## src/rtl/cla_pipe_adder.sv

```systemverilog
// Two-stage pipelined 16-bit carry-lookahead adder/subtractor with valid/ready
// handshake on both sides; stage 1 forms p/g and nibble GP/GG, stage 2 resolves carries.

module lac_unit (
    input  logic [3:0] p,
    input  logic [3:0] g,
    input  logic       c0,
    output logic [3:0] c,
    output logic       cout
);
    // c[i] is the carry into bit i of the group.
    assign c[0] = c0;
    assign c[1] = g[0] | (p[0] & c0);
    assign c[2] = g[1] | (p[1] & g[0]) | (p[1] & p[0] & c0);
    assign c[3] = g[2] | (p[2] & g[1]) | (p[2] & p[1] & g[0]) | (p[2] & p[1] & p[0] & c0);
    assign cout = g[3] | (p[3] & g[2]) | (p[3] & p[2] & g[1]) | (p[3] & p[2] & p[1] & g[0])
                | (p[3] & p[2] & p[1] & p[0] & c0);
endmodule

module cla_pipe_adder #(
    parameter int WIDTH = 16
) (
    input  logic             clk,
    input  logic             rst_n,
    input  logic             in_valid,
    output logic             in_ready,
    input  logic [WIDTH-1:0] a,
    input  logic [WIDTH-1:0] b,
    input  logic             cin,
    input  logic             sub,
    output logic             out_valid,
    input  logic             out_ready,
    output logic [WIDTH-1:0] sum,
    output logic             cout,
    output logic             ovf,
    output logic             zero
);
    // Four nibbles feed exactly one second-level lookahead unit.
    localparam int NIB = WIDTH / 4;

    typedef struct packed {
        logic [WIDTH-1:0] p;
        logic [WIDTH-1:0] g;
        logic [NIB-1:0]   gp;
        logic [NIB-1:0]   gg;
        logic             c0;
        logic             a_msb;
        logic             b_msb;
    } s1_t;

    typedef struct packed {
        logic [WIDTH-1:0] sum;
        logic             cout;
        logic             ovf;
        logic             zero;
    } res_t;

    logic             s1_valid, s2_valid;
    logic             s1_adv, s2_adv;
    logic [WIDTH-1:0] b_eff, p_in, g_in;
    logic [NIB-1:0]   gp_in, gg_in;
    s1_t              s1_d, s1_q;
    res_t             res_d, res_q;
    logic [NIB-1:0]   nib_c;
    logic             top_cout;
    logic [WIDTH-1:0] c;
    logic [WIDTH-1:0] sum_d;
    // Per-nibble carry-outs duplicate what the second-level unit already resolves.
    logic [NIB-1:0]   nib_co_unused;

    assign s2_adv   = ~s2_valid | out_ready;
    assign s1_adv   = ~s1_valid | s2_adv;
    assign in_ready = s1_adv;

    // ---------------- stage 1: condition operands, p/g, group P/G
    assign b_eff = sub ? ~b : b;
    assign p_in  = a ^ b_eff;
    assign g_in  = a & b_eff;

    genvar k;
    generate
        for (k = 0; k < NIB; k++) begin : g_grp
            assign gp_in[k] = &p_in[4*k +: 4];
            assign gg_in[k] = g_in[4*k+3]
                            | (p_in[4*k+3] & g_in[4*k+2])
                            | (p_in[4*k+3] & p_in[4*k+2] & g_in[4*k+1])
                            | (p_in[4*k+3] & p_in[4*k+2] & p_in[4*k+1] & g_in[4*k]);
        end
    endgenerate

    always_comb begin
        s1_d       = '0;
        s1_d.p     = p_in;
        s1_d.g     = g_in;
        s1_d.gp    = gp_in;
        s1_d.gg    = gg_in;
        s1_d.c0    = sub ? 1'b1 : cin;
        s1_d.a_msb = a[WIDTH-1];
        s1_d.b_msb = b_eff[WIDTH-1];
    end

    // ---------------- stage 2: two-level carry tree, sum and flags
    lac_unit u_lac_top (
        .p    (s1_q.gp),
        .g    (s1_q.gg),
        .c0   (s1_q.c0),
        .c    (nib_c),
        .cout (top_cout)
    );

    generate
        for (k = 0; k < NIB; k++) begin : g_nib
            lac_unit u_lac (
                .p    (s1_q.p[4*k +: 4]),
                .g    (s1_q.g[4*k +: 4]),
                .c0   (nib_c[k]),
                .c    (c[4*k +: 4]),
                .cout (nib_co_unused[k])
            );
        end
    endgenerate

    assign sum_d = s1_q.p ^ c;

    always_comb begin
        res_d      = '0;
        res_d.sum  = sum_d;
        res_d.cout = top_cout;
        res_d.ovf  = (s1_q.a_msb == s1_q.b_msb) & (sum_d[WIDTH-1] != s1_q.a_msb);
        res_d.zero = ~|sum_d;
    end

    // ---------------- pipeline registers
    always_ff @(posedge clk or negedge rst_n) begin
        if (!rst_n) begin
            s1_valid <= 1'b0;
            s2_valid <= 1'b0;
            s1_q     <= '0;
            res_q    <= '0;
        end else begin
            if (s1_adv) s1_valid <= in_valid;
            if (in_valid && s1_adv) s1_q <= s1_d;
            if (s2_adv) s2_valid <= s1_valid;
            if (s1_valid && s2_adv) res_q <= res_d;
        end
    end

    assign out_valid = s2_valid;
    assign sum       = res_q.sum;
    assign cout      = res_q.cout;
    assign ovf       = res_q.ovf;
    assign zero      = res_q.zero;
endmodule

```

## config.mk

```make
export PLATFORM = sky130hd
export DESIGN_NAME = cla_pipe_adder
export DESIGN_NICKNAME = d
export VERILOG_FILES = /design/src/rtl/cla_pipe_adder.sv
export SDC_FILE = /design/constraint.sdc
export NUM_CORES = 1
export LEC_CHECK = 0
export ABC_AREA = 1
export CORE_ASPECT_RATIO = 0.5
export CORE_MARGIN = 2
export CORE_UTILIZATION = 40
export CTS_CLUSTER_DIAMETER = 30
export DETAILED_ROUTE_END_ITERATION = 16
export GPL_TIMING_DRIVEN = 0
export SLEW_MARGIN = 5
export SYNTH_ARGS = -nofsm -noshare
export SYNTH_HDL_FRONTEND = slang
export SYNTH_SLANG_ARGS = --single-unit
```

## constraint.sdc

```tcl
create_clock -name clk -period 2.3 [get_ports clk]
set_input_delay 0.69 -clock clk [delete_from_list [all_inputs] [get_ports clk]]
set_output_delay 0.69 -clock clk [all_outputs]
set_load 0.005 [all_outputs]
```

==> flow_metrics.tcl <==
set metrics [dict create \
    fp.dieH_um 68.0 \
    critPathTopFamily "buffers and inverters" \
    fmaxAchievable_ghz 0.454 \
    period_share_pct 95.8 \
    hpwl_mm 6.28 \
    yosys.area_share.xor_xnor_pct 4.55 \
    ir_drop_uv 401 \
    status "finished clean" \
    synth_cells 400 \
    yosysUniqueCellTypes 28 \
    syn_nets 458 \
    routed_wl_mm 8.26 \
    cp_slowest_cell "clkdlybuf4s50_1" \
    hold_viol 0 \
    relSlewSlack_pct 48.9 \
    yosysMostFrequentCell "nand2_1" \
    grt_max_degree 61 \
    muxShareOfSynthArea_pct 0 \
    power_leakage_nw 2.06 \
    worstHoldPathType "input port to asynchronous set/reset pin" \
    finalMaxSlewViolations 0 \
    portBuffers 57 \
    reg2reg_to "zero" \
    grt_pass1_wl_mm 13.3 \
    synth_async_sr_flop_share_pct 100 \
    die_w_um 132 \
    place.gp.congestion 0.829 \
    yosysWarnings 0 \
    crit_path_cell_trace "clkdlybuf4s50_1 > inv_2 > nand3_4 > clkdlybuf4s15_1" \
    cp-end-kind "output port" \
    finish.utilization_pct 53.4 \
    grt_usage_pct 19.8 \
    ys_ff_latch 60 \
    power_density_nw_per_um2 936 \
    grt_pass1_vias 2606 \
    max_slew.worst_pin.slew_ps 767 \
    synth_adder_area_share_pct 7.65 \
    setup_violations 0 \
    antenna_found_initial 0 \
    synth_top_area_cell "dfrtp_1" \
    synth_top_cells_by_count "nand2_1 (123), dfrtp_1 (60), nor2_1 (35), o21ai_0 (35), inv_1 (33)" \
    crit_fanout 3 \
    drive_above_1_share_pct 8.47 \
    clock-sinks 60 \
    fin_ws_ps 95.9 \
    crit_type "input port to output port" \
    critPathBufInv 3 \
    drtIter0Drc 180 \
    syn_area_per_cell_um2 8.18 \
    rsz0062_at_grt "no" \
    synth_edf_count 0 \
    area_growth_pct 30.1 \
    cts_made_buffers 9 \
    fin_nets 526 \
    synth_compound_area_share_pct 11.1 \
    synth_top_area_share_pct 45.9 \
    yosysSeqAreaShare_pct 45.9 \
    syn-cell-area_um2 3270 \
    reg2reg_setup_slack_ps 410 \
    cts_setup_buffers 0 \
    fin_worst_skew_ps 3.99 \
    ant_nets 0 \
    dr.pass1.iters 4 \
    ios 59 \
    clk_pin_slew_ps 50 \
    r2r-start "s1_q[2]" \
    via_per_inst 4.80 \
    worstSkewPairLatency_ps 330 \
    h-tree-depth 3 \
    synth-simple-area-share_pct 25.1 \
    drc_errors 0 \
    core_area_um2 7970 \
    start_util_pct 41.1 \
    cts_root_buf "clkbuf_16" \
    postCtsHoldBufs 0 \
    r2r_cells 13 \
    rows 23 \
    worstPathRequired_ps 1610 \
    cts_resized 2 \
    cts_buffer_depth 2 \
    synthFlopType "dfrtp_1" \
    grt-ovfl-total 0 \
    avgRoutedWirePerCell_um 14.2 \
    yosys-top-cells-area "dfrtp_1 (46%), nand2_1 (14%), ha_1 (7.6%), o21ai_0 (5.4%), xor2_1 (4.5%)" \
    worst_ep_arrival_time_ps 1510 \
    p_total_mw 3.99 \
    cts_tree "built" \
    slowest_delay_ps 470 \
    max-cap-violations 0 \
    period_needed_ps 2200 \
    pre_cts_ws_ps -232 \
    diodes 0 \
    die_area_um2 8970 \
    synth_top_family_by_area "simple AND/OR/NAND/NOR gates" \
    critPathLaunchType "input port" \
    vias 2806 \
]
## power breakdown
group / internal [mW] / total (mW) / switching [mW] / leakage, nW
clock network: 0.776 / 1.22 / 0.441 / 0.135
logic: 0.615 / 1.25 / 0.632 / 1.19
registers: 1.32 / 1.52 / 0.201 / 0.735
## metrics by stage
step	hold WS, ps	TNS (ps)	instances	instance area (µm²)
2_1_floorplan	394	0	400	3270
3_3_place_gp	465	-85780	569	3980
3_5_place_dp	471	-339	569	3980
4_1_cts	468	0	584	4260
5_1_grt	499	0	584	4260
6_report	428	0	584	4260
## cell families after synthesis
group,after synthesis
AO/OA/AOI/OAI,65
flip-flops,60
buffers and inverters,46
adder cells (fa/ha/maj),20
AND/OR/NAND/NOR,192
XOR/XNOR,17
## routing by layer
metal | vias to the layer above | GRT usage [%] | part of all wire [%]
met2 | 50 | 30.5 | 42
met1 | 1314 | 27.6 | 53
met3 | 8 | 5.48 | 4.1
met5 | - | 0 | 0
met4 | 0 | 5.71 | 0.82
li1 | 1434 | - | -
## worst max-delay path by stage
| stage | cells past startpoint | slack [ps] | to | startpoint |
|---|---|---|---|---|
| 2_1_floorplan | 8 | 330 | s1_q[5] | sub |
| 3_3_place_gp | 1 | -1430 | sum[12] | rst_n |
| 3_5_place_dp | 4 | -230 | in_ready | out_ready |
| 4_1_cts | 4 | 10 | in_ready | out_ready |
| 5_1_grt | 4 | 50 | in_ready | out_ready |
| 6_report | 4 | 100 | in_ready | out_ready |
## cell type report
| cell class | instances | area (µm²) |
|---|---|---|
| repair buffers | 57 | 568 |
| clock inverters | 2 | 10.0 |
| clock buffers | 13 | 260 |
| flip-flops and latches | 60 | 1500 |
| fillers | 793 | 3710 |
| well taps | 112 | 140 |
| inverters | 34 | 128 |
| plain buffers | 12 | 60.1 |
| multi-input cells | 294 | 1590 |
## placed cells by master (no fill, tap or decap), types with 2 or more instances in the layout
master | synthesis | final
a21oi_1 | 10 | 10
a31oi_1 | 12 | 12
buf_2 | 6 | 6
buf_4 | 2 | 3
clkbuf_1 | 4 | 6
clkbuf_16 | 0 | 9
clkbuf_8 | 0 | 2
clkdlybuf4s50_1 | 0 | 55
clkinv_2 | 0 | 2
dfrtp_1 | 60 | 60
ha_1 | 20 | 20
inv_1 | 33 | 32
inv_2 | 1 | 2
nand2_1 | 123 | 123
nand2_2 | 6 | 6
nand2_4 | 3 | 3
nand3_1 | 15 | 15
nand3_2 | 4 | 3
nand3b_1 | 3 | 3
nor2_1 | 35 | 35
o21ai_0 | 35 | 35
o21bai_1 | 2 | 2
xor2_1 | 17 | 17
## flip-flops by register name (all words and copies together) (netlist names)
signal     count
sum           16
zero           1
s1_q          39
ovf            1
out_valid      1
s1_valid       1
cout           1
(Power assumes the default switching activity.)
